### config.mk
export PLATFORM = sky130hd
export DESIGN_NAME = dmem_ctrl
export DESIGN_NICKNAME = d
export VERILOG_FILES = /design/src/rtl/dmem_pkg.sv /design/src/rtl/dmem_lane.sv /design/src/rtl/dmem_ctrl.sv
export SDC_FILE = /design/constraint.sdc
export NUM_CORES = 1
export LEC_CHECK = 0
export ABC_AREA = 0
export CAP_MARGIN = 5
export CORE_ASPECT_RATIO = 0.5
export CORE_MARGIN = 3
export CORE_UTILIZATION = 55
export CTS_CLUSTER_DIAMETER = 200
export DETAILED_ROUTE_END_ITERATION = 8
export DONT_BUFFER_PORTS = 1
export PLACE_DENSITY = 0.7
export SLEW_MARGIN = 20
export SYNTH_ARGS = -nofsm -noshare
export SYNTH_HDL_FRONTEND = slang
export SYNTH_SLANG_ARGS = --single-unit
### constraint.sdc
create_clock -name clk -period 3 [get_ports clk]
set_input_delay 0.6 -clock clk [delete_from_list [all_inputs] [get_ports clk]]
set_output_delay 0.6 -clock clk [all_outputs]
set_load 0.02 [all_outputs]
### src/rtl/dmem_pkg.sv
// Shared types and constants for the data-memory access controller.
package dmem_pkg;

  localparam logic [2:0] F3_B  = 3'b000;
  localparam logic [2:0] F3_H  = 3'b001;
  localparam logic [2:0] F3_W  = 3'b010;
  localparam logic [2:0] F3_BU = 3'b100;
  localparam logic [2:0] F3_HU = 3'b101;

  typedef enum logic [2:0] {
    StIdle,
    StRd,
    StCap,
    StWr,
    StResp
  } dmem_state_t;

endpackage

### src/rtl/dmem_lane.sv
// Lane logic: extracts and extends load data, merges sub-word store data into a RAM word.
module dmem_lane
  import dmem_pkg::*;
(
  input  logic [2:0]  funct3_i,
  input  logic [1:0]  addr_i,
  input  logic [31:0] word_i,
  input  logic [31:0] data_i,
  output logic [31:0] load_o,
  output logic [31:0] merge_o
);

  logic [7:0]  byte_sel;
  logic [15:0] half_sel;
  logic        uns;

  always_comb begin
    byte_sel = word_i[{addr_i, 3'b000} +: 8];
    half_sel = addr_i[1] ? word_i[31:16] : word_i[15:0];
    uns      = funct3_i[2];
    load_o   = word_i;
    merge_o  = word_i;
    // Size comes from funct3[1:0] only, so illegal codes fall through as word accesses.
    case (funct3_i[1:0])
      F3_B[1:0]: begin
        load_o = {{24{~uns & byte_sel[7]}}, byte_sel};
        merge_o[{addr_i, 3'b000} +: 8] = data_i[7:0];
      end
      F3_H[1:0]: begin
        load_o = {{16{~uns & half_sel[15]}}, half_sel};
        merge_o[{addr_i[1], 4'b0000} +: 16] = data_i[15:0];
      end
      default: begin
        load_o  = word_i;
        merge_o = data_i;
      end
    endcase
  end

endmodule

### src/rtl/dmem_ctrl.sv
// Load/store controller for a word-wide RAM without byte enables (RMW for sub-word stores).
// Define DMEM_MISALIGN_TRAP_EN to trap misaligned and illegal accesses instead of masking them.
module dmem_ctrl
  import dmem_pkg::*;
#(
  parameter int unsigned ADDR_WIDTH = 17
) (
  input  logic                  clk,
  input  logic                  rst_n,
  input  logic                  req_valid,
  output logic                  req_ready,
  input  logic                  req_we,
  input  logic [2:0]            req_funct3,
  input  logic [31:0]           req_addr,
  input  logic [31:0]           req_wdata,
  output logic                  resp_valid,
  output logic [31:0]           resp_rdata,
  output logic                  resp_err,
  output logic                  mem_en,
  output logic                  mem_we,
  output logic [ADDR_WIDTH-3:0] mem_addr,
  output logic [31:0]           mem_wdata,
  input  logic [31:0]           mem_rdata
);

  dmem_state_t           state_q, state_d;
  logic                  we_q, we_d;
  logic [2:0]            f3_q, f3_d;
  logic [ADDR_WIDTH-1:0] addr_q, addr_d;
  logic [31:0]           data_q, data_d;
  logic                  err_q, err_d;
  logic                  req_err;
  logic [31:0]           lane_load, lane_merge;
  logic                  unused_addr;

  assign unused_addr = ^req_addr[31:ADDR_WIDTH];

`ifdef DMEM_MISALIGN_TRAP_EN
  always_comb begin
    case (req_funct3)
      F3_B, F3_BU: req_err = 1'b0;
      F3_H, F3_HU: req_err = req_addr[0];
      F3_W:        req_err = |req_addr[1:0];
      default:     req_err = 1'b1;
    endcase
  end
  assign resp_err = (state_q == StResp) & err_q;
`else
  assign req_err  = 1'b0;
  assign resp_err = 1'b0;
`endif

  dmem_lane u_lane (
    .funct3_i (f3_q),
    .addr_i   (addr_q[1:0]),
    .word_i   (mem_rdata),
    .data_i   (data_q),
    .load_o   (lane_load),
    .merge_o  (lane_merge)
  );

  // data_q holds store data until CAP, then the merged word (store) or extended result (load).
  always_comb begin
    state_d = state_q;
    we_d    = we_q;
    f3_d    = f3_q;
    addr_d  = addr_q;
    data_d  = data_q;
    err_d   = err_q;
    unique case (state_q)
      StIdle: begin
        if (req_valid) begin
          we_d   = req_we;
          f3_d   = req_funct3;
          addr_d = req_addr[ADDR_WIDTH-1:0];
          data_d = req_wdata;
          err_d  = req_err;
          if (req_err)                     state_d = StResp;
          else if (req_we && req_funct3[1]) state_d = StWr;
          else                             state_d = StRd;
        end
      end
      StRd:   state_d = StCap;
      StCap: begin
        data_d  = we_q ? lane_merge : lane_load;
        state_d = we_q ? StWr : StResp;
      end
      StWr:   state_d = StResp;
      StResp: state_d = StIdle;
      default: state_d = StIdle;
    endcase
  end

  always_ff @(posedge clk or negedge rst_n) begin
    if (!rst_n) begin
      state_q <= StIdle;
      we_q    <= 1'b0;
      f3_q    <= 3'b000;
      addr_q  <= '0;
      data_q  <= '0;
      err_q   <= 1'b0;
    end else begin
      state_q <= state_d;
      we_q    <= we_d;
      f3_q    <= f3_d;
      addr_q  <= addr_d;
      data_q  <= data_d;
      err_q   <= err_d;
    end
  end

  always_comb begin
    req_ready  = (state_q == StIdle);
    mem_en     = (state_q == StRd) || (state_q == StWr);
    mem_we     = (state_q == StWr);
    mem_addr   = mem_en ? addr_q[ADDR_WIDTH-1:2] : '0;
    mem_wdata  = mem_we ? data_q : '0;
    resp_valid = (state_q == StResp);
    resp_rdata = (resp_valid && !we_q && !err_q) ? data_q : '0;
  end

endmodule

* After elaboration in Yosys (flattened, before gate mapping)
Index checks and enable logic that the tools add are counted.
** Operators by class
- $add $sub $neg :: 2
- Equality and inequality tests :: 7
- Shifts and indexed selects :: 5
- Multiplexer cells :: 15
- Bitwise logic cells :: 3
- Reduce and logical (&&, ||, !) cells :: 9
** Operators with widths (number)
- 32-bit case mux with 2 select lines :: 3
- 32-bit 2-to-1 mux :: 4
- 32-bit bitwise mux :: 2
- 16-bit by 7-bit variable shift with 32-bit output (first input constant) :: 1
- 8-bit by 7-bit variable shift with 32-bit output (first input constant) :: 1
- 16-bit by 7-bit variable part select with 32-bit output :: 1
- 32-bit by 6-bit variable part select with 8-bit output :: 1
- 8-bit by 7-bit variable part select with 32-bit output :: 1
- 16-bit 2-to-1 mux :: 1
- 15-bit 2-to-1 mux :: 1
- 5-bit negator with 7-bit output :: 2
- 3-bit case mux with 4 select lines :: 1
- 3-bit by 2-bit equality test with 1-bit output (second input constant) :: 2
- 3-bit 2-to-1 mux :: 2
- 4-bit by 2-bit inequality test with 1-bit output (second input constant) :: 1
- 3-bit by 1-bit equality test with 1-bit output (second input constant) :: 1
- 3-bit equality test (second input constant) :: 1
- 3-bit zero test :: 1
- 3-bit AND reduction :: 1
- 1-bit AND :: 2
- 2-bit by 1-bit equality test with 1-bit output (second input constant) :: 1
- 1-bit logical AND :: 2
- 2-bit zero test :: 1
- 2-bit 2-to-1 mux :: 1
- 6 further kinds :: 6
** Storage, ports and cells
- Register bits :: 56
- Bits of input ports :: 103
- Output and inout port bits :: 84
- Logic and storage cells :: 46

* Longest topological paths before layout
Gate-level depths: netlist of run 1.
- Word-level depth :: 6
- Mapped depth :: 10
- Mapped depth without buffers :: 6

* Modules after synthesis
From an unflattened synthesis of run 1, not the netlist that was laid out.
** Second synthesis, totals
- Cell total of the unflattened synthesis :: 580
- Area, all modules :: 5094.9 um2
** Modules (own cells, without submodules)
- dmem_ctrl :: times used 1, cells each 301, area each 3186.8 um2, seq. area each 1401.3 um2
- dmem_lane :: times used 1, cells each 279, area each 1908.1 um2, seq. area each 0.0 um2

* Worst setup path before layout of run 1
No wires, ideal clock.
- Path type :: register -> register
- Start point :: register addr_q[1]
- End point :: register data_q[7]
- Library setup time :: 0.132 ns
- Arrival time :: 2.468 ns
- Data required time :: 2.868 ns
- Slack :: 0.400 ns
- Stages on the path, launching flop included :: 11
- Buffers on the path :: 4
- Period minus slack after synthesis :: 2.600 ns
- Path through :: dfrtp_1 buf_2 buf_2 buf_1 inv_1 ha_1 nor3b_1 o31ai_2 and2_1 clkbuf_1 a31oi_1
** On the way
- Word-level cells in the longest chain between the ends :: 6
- Elaborated cells between the ends (all ways) :: 14
- Classes of those cells :: 2 x add/sub; 5 x shift; 7 x mux
** Ends and longest elaborated chain
- start: declaration :: line dmem_ctrl.sv:29 : logic [ADDR_WIDTH-1:0] addr_q, addr_d;
- start signal: assignment :: line dmem_ctrl.sv:106 : addr_q <= addr_d;
- 5-bit negator with 7-bit output, on equally long branches :: line dmem_lane.sv:31, dmem_lane.sv:27
- 16-bit by 7-bit variable part select with 32-bit output (tied with other cells) :: line dmem_lane.sv:31 : merge_o[{addr_i[1], 4'b0000} +: 16] = data_i[15:0];
- 32-bit bitwise mux, on equally long branches :: line dmem_lane.sv:31, dmem_lane.sv:27
- 32-bit case mux with 2 select lines :: line dmem_lane.sv:24 : case (funct3_i[1:0])
- 32-bit 2-to-1 mux (*) :: line dmem_ctrl.sv:85 : data_d = we_q ? lane_merge : lane_load;
- 32-bit case mux with 2 select lines (*) :: line dmem_ctrl.sv:70 : unique case (state_q)
- end signal: assignment :: line dmem_ctrl.sv:107 : data_q <= data_d;
- end: declaration :: line dmem_ctrl.sv:30 : logic [31:0] data_q, data_d;
Mark *: on every way between the ends. The rest lies on a longest branch, timed or not.
A chain may end at the register's enable or synchronous reset.

* Worst setup path in the final report of run 1
- Start point :: register state_q[2]
- End point :: output port resp_rdata[7]
** On the way
- Word-level cells in the longest chain between the ends :: 3
** Ends and longest elaborated chain
- start: declaration :: line dmem_ctrl.sv:26 : dmem_state_t state_q, state_d;
- start signal: assignment :: line dmem_ctrl.sv:96 : state_q <= StIdle;
- start signal: assignment :: line dmem_ctrl.sv:103 : state_q <= state_d;
- 3-bit equality test :: line dmem_ctrl.sv:118 : resp_valid = (state_q == StResp);
- 1-bit logical AND :: line dmem_ctrl.sv:119 : resp_rdata = (resp_valid && !we_q && !err_q) ? data_q : '0;
- 32-bit 2-to-1 mux :: line dmem_ctrl.sv:119
- end: declaration :: line dmem_ctrl.sv:17 : output logic [31:0] resp_rdata,
Every way passes these cells.

==> results.py, run 1 <==
metrics = {
    "floorplanning": {
        "die_h_um": 70.2,
        "coreArea_um2": 7650,
        "initial_utilization_pct": 59.3,
        "row_count": 22,
        "fp.dieArea_um2": 9450,
        "io_pins": 187,
        "die_x_um": 134,
    },
    "yosys": {
        "syn_inst": 533,
        "ys_ff_latch": 56,
        "netlist_top_cells_area": "dfrtp_1, and2_1, mux2_2",
        "synth.distinct_cells": 50,
        "yosysTopAreaCellShare_pct": 30.9,
        "synth_area_um2": 4540,
        "yosysSeqAreaShare_pct": 30.9,
        "avgSynthCellArea_um2": 8.52,
        "synth_most_common_cell": "and2_1",
        "synthArstFlopShare_pct": 100,
        "synth_edf_count": 0,
        "ys_top_cells_by_count": "and2_1, dfrtp_1, a21oi_1",
        "synth_ff_type": "dfrtp_1",
        "synth_warnings": 0,
        "syn-num-nets": 641,
        "yosysTopAreaCell": "dfrtp_1",
    },
    "sta": {
        "rsz0062_at_grt": "no",
        "period_needed_ns": 2.61,
        "timing.setup.tns_ns": 0,
        "finalHoldViolations": 0,
        "drv_slew": 0,
        "finalSetupViolations": 0,
        "period_share_pct": 86.9,
        "clock.fmax_mhz": 383,
        "max-slew-margin-rel_pct": 42.0,
        "skew_ns": 0.00602,
        "worstMarginPinSlew_ns": 0.870,
    },
    "critical_path": {
        "r2r-end": "data_q[8]$_DFFE_PN0P_",
        "crit_end": "resp_rdata[7]",
        "r2r.worst_path.cells": 6,
        "cp_data_required_time_ns": 2.40,
        "start_kind": "flip-flop",
        "reg2reg_slack_ns": 0.59,
        "endpoint_kind": "primary output",
        "crit_path_start": "state_q[2]$_DFFE_PN0N_",
        "crit_arrival_ns": 2.01,
        "cp_max_fo": 32,
        "worstSetupPathType": "reg -> out",
        "rr_startpoint": "addr_q[0]$_DFFE_PN0P_",
    },
    "layout": {
        "finalNetCount": 619,
        "finalInstanceArea_um2": 4870,
        "regArea_um2": 1400,
        "multi_input_area_um2": 2880,
        "fin_cells": 620,
        "syn_to_final_growth_pct": 7.33,
        "n_antenna_cell": 0,
        "drive_gt1_share_pct": 15.6,
        "n_fill_cell": 686,
    },
    "run_status": {
        "status": "complete, no violations",
    },
    "hold_path": {
        "hold_path.class": "in -> async",
    },
    "job": {
        "drv_cap": 0,
    },
    "pwr": {
        "p_leak_nw": 2.03,
        "vdd_drop_max_v": 0.000550,
        "power_mw": 5.37,
        "p_per_area_nw_per_um2": 1100,
    },
    "place": {
        "placed_area_um2": 4660,
        "hpwl_um": 11100,
        "io_buffers": 0,
        "dp.cells": 611,
        "place_congestion": 0.924,
    },
    "detailed_routing": {
        "via_count": 4306,
        "wl_um": 14900,
        "route.detailed.drc": 0,
        "drt-initial-drc-count": 544,
        "ant_nets": 0,
        "viasPerCell": 6.95,
        "routedWlPerCell_um": 24.1,
        "first_pass_iters": 5,
    },
    "cts": {
        "cts_max_path_buffers": 2,
        "clock_sinks": 56,
        "cts_tree": "built",
        "insertion_delay_ns": 0.30,
        "cts.htree.levels": 2,
        "path_clk_slew_ns": 0.07,
        "numCtsBuffers": 5,
        "postCtsSetupBuffers": 0,
        "clockRootBuffer": "clkbuf_16",
    },
    "global_routing": {
        "grt_pass1_wl_um": 22900,
        "grt_pass1_vias": 3927,
        "grt_overflow": 0,
        "grt_use_total_pct": 31.0,
        "grt_max_degree": 57,
        "antenna_found_initial": 0,
    },
}
## where the power goes
| group | switching (mW) | internal [mW] |
|---|---|---|
| Clock | 0.289 | 0.441 |
| Sequential | 0.509 | 1.14 |
| Combinational | 1.80 | 1.20 |
## critical path, cell delays in order, from the launching register on
cell	delay, ns
dfrtp_1	0.59
nor3b_1	0.33
nor2b_1	0.18
buf_4	0.28
and2_1	0.32
## per-layer routing
layer	global-route usage, %	up-vias	part of all wire [%]
met1	47.2	2063	44
li1	-	1921	-
met4	4.51	0	0.73
met3	10.6	13	15
met2	42.9	309	40
met5	0	-	0
## cells in the final DEF (no fill, tap or decap), drive strengths merged, types with 17 or more instances in the layout
cell	count
nor2	39
nand3	17
dfrtp	56
and3	40
a21oi	42
buf	23
inv	19
a31oi	25
and2	58
mux2i	19
mux2	27
## layout make-up
type | instances | area share (%)
Multi-Input combinational cell | 406 | 59.0
Sequential cell | 56 | 28.8
Timing Repair Buffer | 23 | 4.21
Clock buffer | 7 | 3.13
Tap cell | 108 | 2.77
Inverter | 19 | 1.46
Clock inverter | 1 | 0.616
## worst min path at each step
stage / start / end / slack, ns / cells past startpoint
6_report: rst_n / state_q[1]$_DFFE_PN0N_ / 0.16 / 1
5_1_grt: rst_n / state_q[1]$_DFFE_PN0N_ / 0.17 / 1
4_1_cts: rst_n / state_q[1]$_DFFE_PN0N_ / 0.17 / 1
3_5_place_dp: rst_n / addr_q[3]$_DFFE_PN0P_ / 0.31 / 0
3_3_place_gp: rst_n / addr_q[2]$_DFFE_PN0P_ / 0.31 / 0
2_1_floorplan: rst_n / addr_q[0]$_DFFE_PN0P_ / 0.30 / 0
## sequential cells by signal (all words and copies together), names as in the netlist
name,count
data_q,32
addr_q,17
f3_q,3
state_q,3
we_q,1
## cell families after synthesis
logic type	Yosys count	share of synthesized area [%]
AOI/OAI and AO/OA	157	25.2
buffers and inverters	71	6.42
and+or+nand+nor	197	25.2
other	1	0.0826
adders and majority gates	5	1.38
DFF	56	30.9
muxes	46	10.9
## stage by stage
step	setup slack (ns)	utilization, %	hold slack, ns
finish	0.392	63.7	0.162
CTS	0.413	63.7	0.169
floorplan	0.400	-	0.304
global route	0.254	63.7	0.170
global placement	0.715	60.9	0.306
detailed placement	0.683	60.9	0.306
## what timing repair did
action                                 in CTS  in global routing
endpoints found under the hold margin      56                  0
gates resized for setup                     0                  0
hold buffers                                1                  0
(Power assumes the default switching activity.)
==> run 2, diff against run 1 <==
Settings changed: CORE_UTILIZATION 55 to 40, PLACE_DENSITY 0.7 to unset.
==> run 2 against run 1 <==
Sequential power about the same. Global-route usage decreased by 7.4 points. Register-to-register slack got worse by 0.03 ns. Routed wire length increased by 4.3%. Die area increased by 35%. Clock-buffer cell count decreased by 2.
==> results.py, run 2 (synthesis results as in run 1) <==
metrics = {
    "run_status": {
        "status": "complete, no violations",
    },
    "global_routing": {
        "grt_overflow": 0,
        "antenna_found_initial": 0,
        "grt_pass1_wl_um": 23000,
        "grt_max_degree": 57,
        "grt_use_total_pct": 23.6,
        "grt_pass1_vias": 3907,
    },
    "sta": {
        "period_needed_ns": 2.55,
        "max-slew-margin-rel_pct": 31.0,
        "period_share_pct": 85.0,
        "timing.hold.ws_ns": 0.148,
        "skew_ns": 0.00594,
        "worstMarginPinSlew_ns": 1.03,
        "finalSetupViolations": 0,
        "fin_ws_ns": 0.450,
        "clock.fmax_mhz": 392,
        "drv_slew": 0,
        "timing.setup.tns_ns": 0,
        "rsz0062_at_grt": "no",
        "finalHoldViolations": 0,
    },
    "detailed_routing": {
        "wl_um": 15600,
        "viasPerCell": 6.48,
        "routedWlPerCell_um": 23.9,
        "routed.top_layer": "met4",
        "first_pass_iters": 5,
        "drt-initial-drc-count": 516,
        "met2_wirelength_um": 6510,
        "route.detailed.drc": 0,
        "ant_nets": 0,
        "met3_length_um": 1840,
        "drt-met1-wl_um": 6960,
        "via_count": 4232,
    },
    "layout": {
        "final_common_cell": "and2_1",
        "reg_top3": "data_q: 32 flops, addr_q: 17 flops",
        "drive_gt1_share_pct": 15.8,
        "finalInstanceArea_um2": 4870,
        "layout_common_cells": "and2_1, dfrtp_1, a21oi_1",
        "syn_to_final_growth_pct": 7.33,
        "largest_register_ffs": 32,
        "finalNetCount": 620,
        "n_antenna_cell": 0,
        "largest-register": "data_q",
    },
    "cts": {
        "clockRootBuffer": "clkbuf_16",
        "cts_max_path_buffers": 2,
        "cts_tree": "built",
        "postCtsSetupBuffers": 0,
        "insertion_delay_ns": 0.31,
        "path_clk_slew_ns": 0.07,
        "numCtsBuffers": 5,
        "cts.htree.levels": 2,
        "clock_sinks": 56,
    },
    "place": {
        "placed_area_um2": 4700,
        "io_buffers": 0,
        "place_congestion": 0.897,
        "hpwl_um": 11500,
        "dp_slack_ns": 0.662,
    },
    "floorplanning": {
        "io_pins": 187,
        "coreArea_um2": 10600,
        "row_count": 26,
        "die_h_um": 81.3,
        "initial_utilization_pct": 42.7,
        "fp.dieArea_um2": 12700,
        "die_x_um": 157,
    },
    "critical_path": {
        "endpoint_kind": "primary output",
        "r2r.worst_path.cells": 5,
        "start_kind": "flip-flop",
        "cp_max_fo": 35,
        "cp_data_required_time_ns": 2.40,
        "crit_arrival_ns": 1.95,
        "worstSetupPathType": "reg -> out",
    },
    "hold_path": {
        "hold_path.class": "in -> async",
    },
    "pwr": {
        "vdd_drop_max_v": 0.000457,
        "power_mw": 5.31,
        "p_per_area_nw_per_um2": 1090,
        "p_leak_nw": 2.02,
    },
    "job": {
        "drv_cap": 0,
    },
}
==> run 2: changes by cell type in the layout (fill, tap and decap cells not counted) <==
cell / before / now
clkbuf_8: 2 / 0
buf_4: 21 / 23
bufinv_16: 1 / 0
clkinv_4: 0 / 1
buf_12: 1 / 0
inv_6: 0 / 1
clkinv_2: 0 / 1
==> run 2: path summary, 6_finish.rpt <==
kind | start | end | slack [ns]
worst min register to register | addr_q[16]$_DFFE_PN0P_ | addr_q[16]$_DFFE_PN0P_ | 0.50
max in group asynchronous | rst_n | data_q[25]$_DFFE_PN0P_ | 2.58
worst max register to register | f3_q[1]$_DFFE_PN0P_ | data_q[9]$_DFFE_PN0P_ | 0.56
worst min-delay path | rst_n | addr_q[16]$_DFFE_PN0P_ | 0.15
min in group clk | req_addr[0] | addr_q[0]$_DFFE_PN0P_ | 0.42
worst max-delay path | state_q[0]$_DFFE_PN0N_ | mem_wdata[8] | 0.45
==> run 2: critical path, cell delays in order, from the launching register on <==
cell and delay [ns]:
dfrtp_1 0.55, nor2b_4 0.39, buf_4 0.37, and3_1 0.33
==> run 2: per-layer routing <==
metal | GRT usage, % | vias to the layer above
met5 | 0 | -
met4 | 5.50 | 0
met3 | 8.30 | 25
met2 | 34.2 | 254
met1 | 33.6 | 2027
li1 | - | 1926
==> run 2: layout make-up <==
class                   count  area (um^2)
multi-input cells         406         2880
clock buffers               5          125
flip-flops and latches     56         1400
fillers                  1057         5770
well taps                 140          175
repair buffers             24          200
inverters                  19         71.3
clock inverters             3         22.5
==> run 2: per-stage QoR <==
step | util [%] | std cells
floorplan | - | 533
global placement | 44.2 | 644
detailed placement | 44.2 | 644
CTS | 45.8 | 653
global route | 45.8 | 653
finish | 45.8 | 653
==> run 2: timing repair <==
| action | 4_1_cts | 5_1_grt |
|---|---|---|
| hold endpoints to repair | 56 | 0 |
| resized for setup | 0 | 0 |
| hold buffers | 1 | 0 |
| endpoints found under the setup margin | 0 | 0 |
==> run 2: where the power goes <==
group / switching [mW] / total [mW] / internal [mW]
sequential: 0.536 / 1.68 / 1.14
clock: 0.308 / 0.622 / 0.314
combinational: 1.82 / 3.01 / 1.19
==> run 3, diff against run 2 <==
Clock period 3 ns to 2.43 ns, I/O delays scaled along.
==> run 3 against run 2 <==
First-iteration DRC count shrank 16%. Power grew 26%. Flip-flop and latch count is the same. Sequential share of layout area shrank 0.39 points. Highest routed layer unchanged.
==> results.py, run 3 (synthesis results as in run 1) <==
metrics = {
    "layout": {
        "largest_register_ffs": 32,
        "regArea_um2": 1400,
        "layout_common_cells": "and2_1, dfrtp_1, a21oi_1",
        "reg_top3": "data_q: 32 flops, addr_q: 17 flops",
        "largest-register": "data_q",
        "n_antenna_cell": 0,
        "final_common_cell": "and2_1",
        "finalNetCount": 626,
        "multi_input_area_um2": 2880,
        "syn_to_final_growth_pct": 8.90,
        "finalInstanceArea_um2": 4940,
        "drive_gt1_share_pct": 17.1,
        "n_fill_cell": 1061,
    },
    "floorplanning": {
        "row_count": 26,
        "initial_utilization_pct": 42.7,
        "coreArea_um2": 10600,
        "die_x_um": 157,
        "die_h_um": 81.3,
        "io_pins": 187,
        "fp.dieArea_um2": 12700,
    },
    "cts": {
        "path_clk_slew_ns": 0.08,
        "clockRootBuffer": "clkbuf_16",
        "cts.htree.levels": 2,
        "insertion_delay_ns": 0.30,
        "cts_tree": "built",
        "cts_max_path_buffers": 2,
        "numCtsBuffers": 5,
        "clock_sinks": 56,
    },
    "critical_path": {
        "crit_arrival_ns": 1.81,
        "max_stage_delay_ns": 0.41,
        "cpMaxStageDelayCell": "dfrtp_1",
        "worstSetupPathType": "reg -> out",
        "crit_path_frequent_cell": "buf_4",
        "cp_max_fo": 32,
        "start_kind": "flip-flop",
        "cp_data_required_time_ns": 1.94,
        "endpoint_kind": "primary output",
        "path_cells": "buf_4 > nor3b_2 > nor2b_1 > buf_4 > and2_1",
    },
    "sta": {
        "timing.setup.tns_ns": 0,
        "skew_ns": 0.00988,
        "max-slew-margin-rel_pct": 23.9,
        "clock.fmax_mhz": 436,
        "rsz0062_at_grt": "no",
        "worstMarginPinSlew_ns": 1.14,
        "period_needed_ns": 2.29,
        "finalSetupViolations": 0,
        "drv_slew": 0,
        "period_share_pct": 94.3,
        "finalHoldViolations": 0,
    },
    "place": {
        "placed_area_um2": 4750,
        "place_congestion": 0.938,
        "io_buffers": 0,
        "hpwl_um": 11900,
    },
    "hold_path": {
        "hold_path.class": "in -> async",
    },
    "detailed_routing": {
        "ant_nets": 0,
        "via_count": 4241,
        "first_pass_iters": 5,
        "drt-initial-drc-count": 435,
        "routedWlPerCell_um": 24.0,
        "viasPerCell": 6.44,
        "wl_um": 15800,
        "route.detailed.drc": 0,
    },
    "global_routing": {
        "antenna_found_initial": 0,
        "grt_pass1_wl_um": 23500,
        "grt_pass1_vias": 3901,
        "grt_use_total_pct": 24.0,
        "grt_overflow": 0,
        "grt_max_degree": 57,
    },
    "pwr": {
        "seqPwrFrac_pct": 30.2,
        "switchingPower_mw": 3.28,
        "pwr-share-comb_pct": 57.3,
        "internal-power_mw": 3.41,
        "switching_share_pct": 49.0,
        "vdd_drop_max_v": 0.000518,
        "p_leak_nw": 2.06,
        "clkPwrFrac_pct": 12.6,
        "p_per_area_nw_per_um2": 1350,
    },
    "job": {
        "drv_cap": 0,
    },
    "run_status": {
        "status": "complete, no violations",
    },
}
==> run 3: cell count changes in the layout (fill, tap and decap cells not counted) <==
cell / previous run / this run
dfrtp_2: 0 / 1
inv_6: 1 / 0
buf_4: 23 / 29
clkinvlp_4: 0 / 1
dfrtp_1: 56 / 55
nor3b_1: 4 / 3
nor3b_2: 1 / 2
bufinv_16: 0 / 1
clkinv_4: 1 / 0
==> run 3: cell type report <==
| type | instances | share of cell area [%] |
|---|---|---|
| multi-input combinational | 406 | 58.3 |
| sequential | 56 | 28.4 |
| timing repair buffer | 30 | 4.96 |
| tap | 140 | 3.54 |
| clock buffer | 5 | 2.53 |
| inverter | 19 | 1.44 |
| clock inverter | 3 | 0.861 |
==> run 3: power by group through the flow <==
| stage | logic, mW | clock network [mW] | registers [mW] |
|---|---|---|---|
| final | 3.83 | 0.839 | 2.02 |
| after detailed placement | 3.74 | 0 | 2.02 |
| after floorplan | 3.03 | 0 | 1.68 |
| after global placement | 3.71 | 0 | 2.00 |
| after CTS | 3.78 | 0.865 | 2.01 |
| after global routing | 4.14 | 0.892 | 2.09 |
==> run 3: worst paths after layout <==
check,from,endpoint,slack [ns],depth (start not counted)
hold / removal,rst_n,addr_q[14]$_DFFE_PN0P_,0.05,1
min in group clk,req_addr[0],addr_q[0]$_DFFE_PN0P_,0.31,2
setup / recovery,state_q[1]$_DFFE_PN0N_,resp_rdata[1],0.14,5
max in group asynchronous,rst_n,state_q[0]$_DFFE_PN0N_,2.12,1
setup reg to reg,f3_q[0]$_DFFE_PN0P_,data_q[19]$_DFFE_PN0P_,0.19,4
hold reg to reg,addr_q[10]$_DFFE_PN0P_,addr_q[10]$_DFFE_PN0P_,0.50,1
==> run 3: critical path, delay by kind of cell, from the launching register on <==
kind | cells | cell delay [ns]
buf+inv | 2 | 0.45
flops | 1 | 0.41
simple gates | 3 | 0.63
==> run 3: through the flow <==
| step | cells | utilization (%) | hold slack [ns] | worst slack [ns] | total power [mW] |
|---|---|---|---|---|---|
| 5_1_grt | 659 | 46.5 | 0.0553 | 0.0251 | 7.12 |
| 3_5_place_dp | 650 | 44.6 | 0.191 | 0.246 | 5.76 |
| 6_report | 659 | 46.5 | 0.0501 | 0.139 | 6.69 |
| 3_3_place_gp | 650 | 44.6 | 0.192 | 0.217 | 5.72 |
| 2_1_floorplan | 533 | - | 0.190 | 0.00847 | 4.71 |
| 4_1_cts | 659 | 46.5 | 0.0559 | 0.0891 | 6.65 |
==> run 3: repair_timing <==
item / CTS / global route
endpoints found under the setup margin: 0 / 11
hold endpoints to repair: 56 / 0
resized for setup: 0 / 1
buffers inserted: 0 / 0
hold buffers: 1 / 0
==> run 3: metal layers <==
metal / vias to the layer above / share of wire [%] / GRT usage [%] / routed length, um
met5: - / 0 / 0 / 0
met4: 0 / 0.24 / 2.18 / 38
met3: 2 / 11 / 7.61 / 1710
met2: 243 / 43 / 36.6 / 6820
met1: 2061 / 46 / 34.4 / 7230
li1: 1935 / - / - / -
